==> src/rtl/comb_vector_driver.sv <==
// comb_vector_driver: applies an incrementing stimulus sequence to a combinational DUT
// and compacts its sampled responses into a rotate-XOR signature.
module comb_vector_driver #(
    parameter int SIZE   = 4,
    parameter int CNT_W  = 16,
    parameter int SETTLE = 1
) (
    input  logic               clk,
    input  logic               rst_n,
    input  logic               start,
    input  logic               abort,
    input  logic               done_ack,
    input  logic [CNT_W-1:0]   num_vectors,
    input  logic [3*SIZE-1:0]  seed,
    output logic [SIZE-1:0]    src1,
    output logic [SIZE-1:0]    src2,
    output logic [SIZE-1:0]    src3,
    input  logic [SIZE-1:0]    res1,
    input  logic [SIZE-1:0]    res2,
    input  logic [SIZE-1:0]    res3,
    input  logic [SIZE-1:0]    res4,
    input  logic [SIZE-1:0]    res5,
    output logic               busy,
    output logic               done,
    output logic [CNT_W-1:0]   vec_count,
    output logic [5*SIZE-1:0]  signature
);
    localparam int W_W = SETTLE > 1 ? $clog2(SETTLE) : 1;
    localparam logic [W_W-1:0] W_LAST = W_W'(SETTLE - 1);

    typedef enum logic [1:0] {ST_IDLE, ST_SETTLE, ST_DONE} state_t;

    state_t              state_q, state_d;
    logic [3*SIZE-1:0]   stim_q, stim_d;
    logic [W_W-1:0]      w_q, w_d;
    logic [CNT_W-1:0]    nv_q, nv_d, cnt_q, cnt_d;
    logic [5*SIZE-1:0]   sig_q, sig_d, resp;

    assign resp      = {res5, res4, res3, res2, res1};
    assign {src3, src2, src1} = stim_q;
    assign busy      = state_q == ST_SETTLE;
    assign done      = state_q == ST_DONE;
    assign vec_count = cnt_q;
    assign signature = sig_q;

    always_ff @(posedge clk) begin
        if (!rst_n) begin
            state_q <= ST_IDLE;
            stim_q  <= '0;
            w_q     <= '0;
            nv_q    <= '0;
            cnt_q   <= '0;
            sig_q   <= '0;
        end else begin
            state_q <= state_d;
            stim_q  <= stim_d;
            w_q     <= w_d;
            nv_q    <= nv_d;
            cnt_q   <= cnt_d;
            sig_q   <= sig_d;
        end
    end

    // abort takes priority over the sample edge, so an aborted vector never reaches the signature
    always_comb begin
        state_d = state_q;
        stim_d  = stim_q;
        w_d     = w_q;
        nv_d    = nv_q;
        cnt_d   = cnt_q;
        sig_d   = sig_q;
        case (state_q)
            ST_IDLE: if (start) begin
                nv_d  = num_vectors;
                sig_d = '0;
                cnt_d = '0;
                if (num_vectors == '0) begin
                    state_d = ST_DONE;
                end else begin
                    stim_d  = seed;
                    w_d     = '0;
                    state_d = ST_SETTLE;
                end
            end
            ST_SETTLE: if (abort) begin
                state_d = ST_IDLE;
            end else if (w_q != W_LAST) begin
                w_d = w_q + 1'b1;
            end else begin
                sig_d = {sig_q[5*SIZE-2:0], sig_q[5*SIZE-1]} ^ resp;
                cnt_d = cnt_q + 1'b1;
                if (cnt_d == nv_q) begin
                    state_d = ST_DONE;
                end else begin
                    stim_d = stim_q + 1'b1;
                    w_d    = '0;
                end
            end
            ST_DONE: if (done_ack) state_d = ST_IDLE;
            default: state_d = ST_IDLE;
        endcase
    end
endmodule

==> config.mk <==
export PLATFORM = sky130hd
export DESIGN_NAME = comb_vector_driver
export DESIGN_NICKNAME = d
export VERILOG_FILES = /design/src/rtl/comb_vector_driver.sv
export SDC_FILE = /design/constraint.sdc
export NUM_CORES = 1
export LEC_CHECK = 0
export CAP_MARGIN = 20
export CORE_ASPECT_RATIO = 0.5
export CORE_MARGIN = 4
export CORE_UTILIZATION = 44
export DETAILED_ROUTE_END_ITERATION = 8
export PLACE_DENSITY = 0.77
export SYNTH_ARGS = -nofsm -noshare
export SYNTH_HDL_FRONTEND = slang
export SYNTH_SLANG_ARGS = --single-unit
==> constraint.sdc <==
create_clock -name clk -period 2.7 [get_ports clk]
set_input_delay 0.27 -clock clk [delete_from_list [all_inputs] [get_ports clk]]
set_output_delay 0.27 -clock clk [all_outputs]
set_load 0.05 [all_outputs]
==> results of run 1 <==
-- layer usage --
metal,up-vias,GRT usage,part of all wire
li1,1944,-,-
met4,0,0.06291,0.0096
met5,-,0,0
met2,117,0.3407,0.49
met3,11,0.05332,0.049
met1,1835,0.2624,0.45
-- state kept, by name, summed over array words and instances (netlist names) --
register and cells:
vec_count 16, state_q 2, signature 20, stim_q 12, nv_q 16
-- worst max-delay path: cells and delay by family (launching register included) --
family / cells / cell delay, ns
AO/OA/AOI/OAI: 2 / 0.81
adder cells (fa/ha/maj): 1 / 0.18
flip-flops: 1 / 0.34
multiplexers: 1 / 0.19
AND/OR/NAND/NOR: 4 / 0.93
-- cells in the final DEF (no fill, tap or decap), drive strengths merged, types with 2 or more instances in the layout --
cell / instances
dfxtp: 66
nand4: 5
ha: 2
nand3: 13
nor2b: 33
a21oi: 22
xor2: 18
clkbuf: 12
a221oi: 4
a21boi: 16
o221ai: 2
nand4b: 2
o22ai: 12
clkinv: 2
a22oi: 14
nand2: 82
and2: 6
buf: 27
nand2b: 5
nor3b: 3
o21ai: 27
inv: 4
mux2i: 2
o211a: 5
a22o: 6
clkdlybuf4s50: 100
nor4: 11
o31ai: 4
xnor2: 19
nor3: 21
and4: 3
nor2: 29
and3: 10
-- synthesized netlist by cell type, types with 12 or more instances --
master	number	area, µm²
a21boi_0	16	120.1
a22oi_1	14	105.1
xnor2_1	19	166.4
xor2_1	18	157.7
nor3_1	21	105.1
a21oi_1	22	110.1
dfxtp_1	66	1321
o21ai_0	26	130.1
nand2_1	82	307.8
nor2b_1	33	206.5
nand3_1	13	65.06
clkbuf_1	23	86.33
o22ai_1	12	75.07
nor2_1	29	108.9
-- worst paths after layout --
| check | slack [ns] | from | to | depth (start not counted) |
|---|---|---|---|---|
| worst max-delay path | 0.18 | vec_count[0]$_SDFFE_PN0P_ | stim_q[1]$_SDFFE_PN0P_ | 8 |
| worst max register to register | 0.18 | vec_count[0]$_SDFFE_PN0P_ | stim_q[1]$_SDFFE_PN0P_ | 8 |
| worst min-delay path | 0.46 | rst_n | state_q[0]$_SDFFE_PN0P_ | 3 |
| worst min register to register | 0.47 | nv_q[13]$_SDFFE_PN0P_ | nv_q[13]$_SDFFE_PN0P_ | 2 |
-- final cells by class --
class	instances	share of cell area
clock inverters	4	0.008937
clock buffers	12	0.05033
inverters	4	0.002822
flip-flops and latches	66	0.2498
repair buffers	127	0.2258
multi-input cells	386	0.4360
well taps	112	0.02634
-- through the flow --
| stage | cell area [µm²] | power, mW |
|---|---|---|
| after detailed placement | 4992 | 2.144 |
| after global placement | 4992 | 2.135 |
| after floorplan | 3790 | 1.819 |
| after global routing | 5320 | 3.506 |
| after CTS | 5308 | 3.353 |
| final | 5320 | 3.347 |
-- where the power goes --
part | leakage (nW) | switching [mW] | internal [mW]
Combinational | 1.32 | 0.604 | 0.385
Sequential | 0.539 | 0.0888 | 1.06
Clock | 0.154 | 0.419 | 0.792
Total | 2.01 | 1.11 | 2.23
-- what timing repair did --
item,CTS,global route
endpoints found under the setup margin,0,12
setup buffers,0,0
gates resized for setup,0,2
-- cells by family after synthesis --
group                      Yosys count
xor gates and xnor gates            37
buffers and inverters               36
muxes                                2
AOI/OAI and AO/OA                  120
adders and majority gates            2
and+or+nand+nor                    225
DFF                                 66
==> reports/qor.txt, run 1 <==
status -> finished clean
ys flop type -> dfxtp_1
worst slack at placement -> 0.1230 ns
drt wl/cell -> 14.86 µm
# rows -> 23
Fin Hold WS -> 0.4551 ns
mux cell area share after synthesis -> 0.005293
Synth Area in Compound Gates -> 0.2114
fmax -> 0.3966 GHz
Tcrit/Tclk final -> 0.9338
CP required -> 2.96 ns
Reg clk slew, reported paths -> 0.05 ns
syn_area_per_cell -> 7.751 µm²
CP max stage cell -> a2111o_1
Reg area -> 1329 µm²
adder-cell share of the synthesized area -> 0.006616
Synth Area in XOR/XNOR -> 0.08568
Slew HR -> 0.6036
global route total overflow -> 0
die width -> 139.1 µm
Crit Path Class -> register to register
Mapped Cells -> 488
vias in the first global route -> 3645
unrepaired setup endpoints after global routing -> no
fill count -> 750
CTS max path bufs -> 2
RePlAce Congestion -> 0.8904
CTS H-tree lvls -> 3
Post-synth EDFFs -> 0
setup tns final -> 0 ns
CP Max Fanout -> 12
die area -> 10230 µm²
Leakage -> 2.008 nW
Num CTS Buffers -> 9
hold_buf cts -> 0
crit path DAT -> 2.78 ns
Placed Cells -> 695
Seq cells post-synth -> 66
starting DRC count in detailed routing -> 268
largest family of logic cells by synthesized area -> simple AND/OR/NAND/NOR gates
drt pass-1 iters -> 4
Max VDD drop -> 0.4443 mV
Worst setup SP type -> register
critical path capture point type -> register
Die H -> 73.56 µm
via count -> 3907
simple-gate share of the synthesized area -> 0.3004
Buffers on Ports -> 102
Worst-Skew Late Latency -> 0.33 ns
post-synthesis cell type count -> 49
Mapped Nets -> 543
detailed placer's ending HPWL -> 7.587 mm
Max Slew Vio Count -> 0
total wire length -> 10.56 mm
core region area -> 8173 µm²
Synthesis Warnings -> 0
Root Driver -> clkbuf_16
worst slew pin tran -> 0.5900 ns
share of layout cells above drive strength 1 -> 0.08681
final setup vio count -> 0
Tmin final -> 2.521 ns
pwr dens -> 629.1 nW/µm²
final core utilization -> 0.6509
Hold WC Path Type -> primary input to register
initial antenna violation count -> 0
largest net degree at the start of global routing -> 43
Nets -> 649
Critical Path Max Stage Delay -> 0.44 ns
first-pass GRT wire length -> 17.08 mm
final clock skew -> 0.007513 ns
Vias/cell -> 5.495
Mapped Area -> 3782 µm²
DRT antenna net count -> 0
Final Hold Viols -> 0
Multi-input gate area -> 2320 µm²
max-cap violation count -> 0
Diodes inserted -> 0
Layout area overhead -> 40.65%
Seq/Total Area, Yosys -> 0.3493
CTS tree -> yes
I/O pin cnt -> 103
asr flop ratio synth -> 0
total track usage -> 0.2036
residual DRC count -> 0
initial cell density of the core -> 0.4628
# clock sinks -> 66
critical-path cell list -> ha_1, and3_1, nand4_2, a221o_1, a2111o_1, nor4_4, nand2b_4, mux2i_1
non-filler cells, final -> 711
slack of the critical path -> 0.1787 ns
No activity file was read; power rests on OpenSTA's default activity.
==> run 2, diff against run 1 <==
- CORE_UTILIZATION: 44 -> 45
- CTS_BUF_LIST: not set -> sky130_fd_sc_hd__clkbuf_4 sky130_fd_sc_hd__clkbuf_8
- PLACE_DENSITY: 0.77 -> 0.78
==> run 2 against run 1 <==
Compared with the run above:
- via count is 1.9% lower
- utilization is 1.3 points lower
- non-clock buffer count stayed put
- first-iteration DRC count is 1.9% higher
- clock skew hardly changed
- final area is 3.1% lower
- critical endpoint unchanged
- largest cell class unchanged
- highest routed layer unchanged
==> reports/qor.txt, run 2 (synthesis results as in run 1) <==
Nets -> 649 (unchanged)
I/O pin cnt -> 103 (unchanged)
Final Hold Viols -> 0 (unchanged)
fmax -> 0.3916 GHz (was 0.3966 GHz)
Layout area overhead -> 36.32% (was 40.65%)
global route total overflow -> 0 (unchanged)
Max Slew Vio Count -> 0 (unchanged)
critical path capture point type -> register (unchanged)
final setup vio count -> 0 (unchanged)
pwr dens -> 549.9 nW/µm² (was 629.1 nW/µm²)
die area -> 10030 µm² (was 10230 µm²)
# rows -> 23 (unchanged)
Num CTS Buffers -> 9 (unchanged)
Worst setup SP type -> register (unchanged)
Leakage -> 1.936 nW (was 2.008 nW)
non-filler cells, final -> 707 (was 711)
Tmin final -> 2.554 ns (was 2.521 ns)
drt pass-1 iters -> 5 (was 4)
Hold WC Path Type -> primary input to register (unchanged)
Critical Path Max Stage Delay -> 0.45 ns (was 0.44 ns)
CP Max Fanout -> 12 (unchanged)
CTS tree -> yes (unchanged)
CTS H-tree lvls -> 3 (unchanged)
max-cap violation count -> 0 (unchanged)
residual DRC count -> 0 (unchanged)
initial antenna violation count -> 0 (unchanged)
# clock sinks -> 66 (unchanged)
DRT antenna net count -> 0 (unchanged)
crit path DAT -> 2.83 ns (was 2.78 ns)
worst slew pin tran -> 0.6062 ns (was 0.5900 ns)
setup tns final -> 0 ns (unchanged)
total wire length -> 10.53 mm (was 10.56 mm)
core region area -> 8087 µm² (was 8173 µm²)
final clock skew -> 0.007914 ns (was 0.007513 ns)
Slew HR -> 0.5959 (was 0.6036)
RePlAce Congestion -> 0.9328 (was 0.8904)
Crit Path Class -> register to register (unchanged)
critical-path cell list -> ha_1, and3_1, nand4_2, a221o_1, a2111o_1, nor4_4, nand2b_4, mux2i_1 (unchanged)
die width -> 137.7 µm (was 139.1 µm)
initial cell density of the core -> 0.4677 (was 0.4628)
largest net degree at the start of global routing -> 37 (was 43)
Buffers on Ports -> 102 (unchanged)
Reg clk slew, reported paths -> 0.07 ns (was 0.05 ns)
Placed Cells -> 695 (unchanged)
starting DRC count in detailed routing -> 273 (was 268)
share of layout cells above drive strength 1 -> 0.08403 (was 0.08681)
drt wl/cell -> 14.89 µm (was 14.86 µm)
Root Driver -> clkbuf_8 (was clkbuf_16)
vias in the first global route -> 3548 (was 3645)
Diodes inserted -> 0 (unchanged)
via count -> 3832 (was 3907)
Max VDD drop -> 0.3314 mV (was 0.4443 mV)
Die H -> 72.83 µm (was 73.56 µm)
Worst-Skew Late Latency -> 0.35 ns (was 0.33 ns)
Vias/cell -> 5.420 (was 5.495)
Multi-input gate area -> 2320 µm² (unchanged)
CP max stage cell -> a2111o_1 (unchanged)
most common cell after layout, fill and taps aside -> clkdlybuf4s50_1 (unchanged)
Largest register FFs -> 20 (unchanged)
most frequent cells in the layout -> clkdlybuf4s50_1 (100), nand2_1 (82), dfxtp_1 (61), nor2b_1 (33), nor2_1 (28) (was clkdlybuf4s50_1 (100), nand2_1 (82), dfxtp_1 (62), nor2b_1 (33), nor2_1 (28))
status -> finished clean (unchanged)
unrepaired setup endpoints after global routing -> no (unchanged)
first-pass GRT wire length -> 17.15 mm (was 17.08 mm)
fill count -> 718 (was 750)
# Post-CTS Setup Buffers -> 0 (unchanged)
Tcrit/Tclk final -> 0.9459 (was 0.9338)
total track usage -> 0.2144 (was 0.2036)
CP required -> 2.98 ns (was 2.96 ns)
Buf+Inv Stages, Crit Path -> 0 (unchanged)
Reg area -> 1330 µm² (was 1329 µm²)
detailed placer's ending HPWL -> 7.719 mm (was 7.587 mm)
CP delay by family, top -> simple AND/OR/NAND/NOR gates (unchanged)
CTS max path bufs -> 2 (unchanged)
run 2: cell types whose count changed in the layout (fill, tap and decap cells not counted), sizes merged:
| cell | delta |
|---|---|
| bufinv | -1 |
| clkbuf | -1 |
| clkinv | -1 |
| clkinvlp | -1 |
run 2: routing by layer:
layer | track usage | vias up | share of wire
met5 | 0 | - | 0
met4 | 0.06637 | 0 | 0.014
met3 | 0.05785 | 15 | 0.045
met2 | 0.3569 | 92 | 0.48
met1 | 0.2737 | 1787 | 0.46
li1 | - | 1938 | -
run 2: worst paths after layout:
check                                 start                      end  slack [ns]  cells past startpoint
setup / recovery  vec_count[0]$_SDFFE_PN0P_   stim_q[1]$_SDFFE_PN0P_        0.15                      8
hold / removal                        rst_n  state_q[0]$_SDFFE_PN0P_        0.47                      2
setup reg to reg  vec_count[0]$_SDFFE_PN0P_   stim_q[1]$_SDFFE_PN0P_        0.15                      8
hold reg to reg       nv_q[13]$_SDFFE_PN0P_    nv_q[13]$_SDFFE_PN0P_        0.47                      2
run 2: final cells by class:
class | count | area share
Clock buffer | 11 | 0.02815
Tap cell | 112 | 0.02718
Sequential cell | 66 | 0.2579
Clock inverter | 1 | 0.0009706
Multi-Input combinational cell | 386 | 0.4499
Timing Repair Buffer | 127 | 0.2330
Inverter | 4 | 0.002912
run 2: per-stage QoR:
stage | instance area (µm²) | worst slack, ns | util | power (mW) | hold WS, ns
final | 5156 | 0.1461 | 0.6376 | 2.836 | 0.4653
after global routing | 5156 | 0.01532 | 0.6376 | 3.004 | 0.4772
after CTS | 5142 | 0.07115 | 0.6359 | 2.848 | 0.4581
after detailed placement | 4992 | 0.1048 | 0.6174 | 2.150 | 0.4675
after global placement | 4992 | 0.1955 | 0.6174 | 2.137 | 0.4683
after floorplan | 3790 | 0.001302 | - | 1.819 | 0.4149
run 2: report_power, final:
| part | internal (mW) | total [mW] | switching, mW |
|---|---|---|---|
| logic | 0.389 | 0.994 | 0.605 |
| clock network | 0.346 | 0.696 | 0.349 |
| registers | 1.06 | 1.15 | 0.0889 |
run 2: repair_timing:
| action | in CTS | in global routing |
|---|---|---|
| hold buffers | 0 | 0 |
| setup endpoints to repair | 0 | 12 |
| resized for setup | 0 | 3 |
run 2: worst register-to-register path: cells and delay by family, from the launching register on:
family	cells	cell delay, ns
compound gates	2	0.82
fa+ha+maj	1	0.18
mux	1	0.21
flops	1	0.34
simple gates	4	0.95
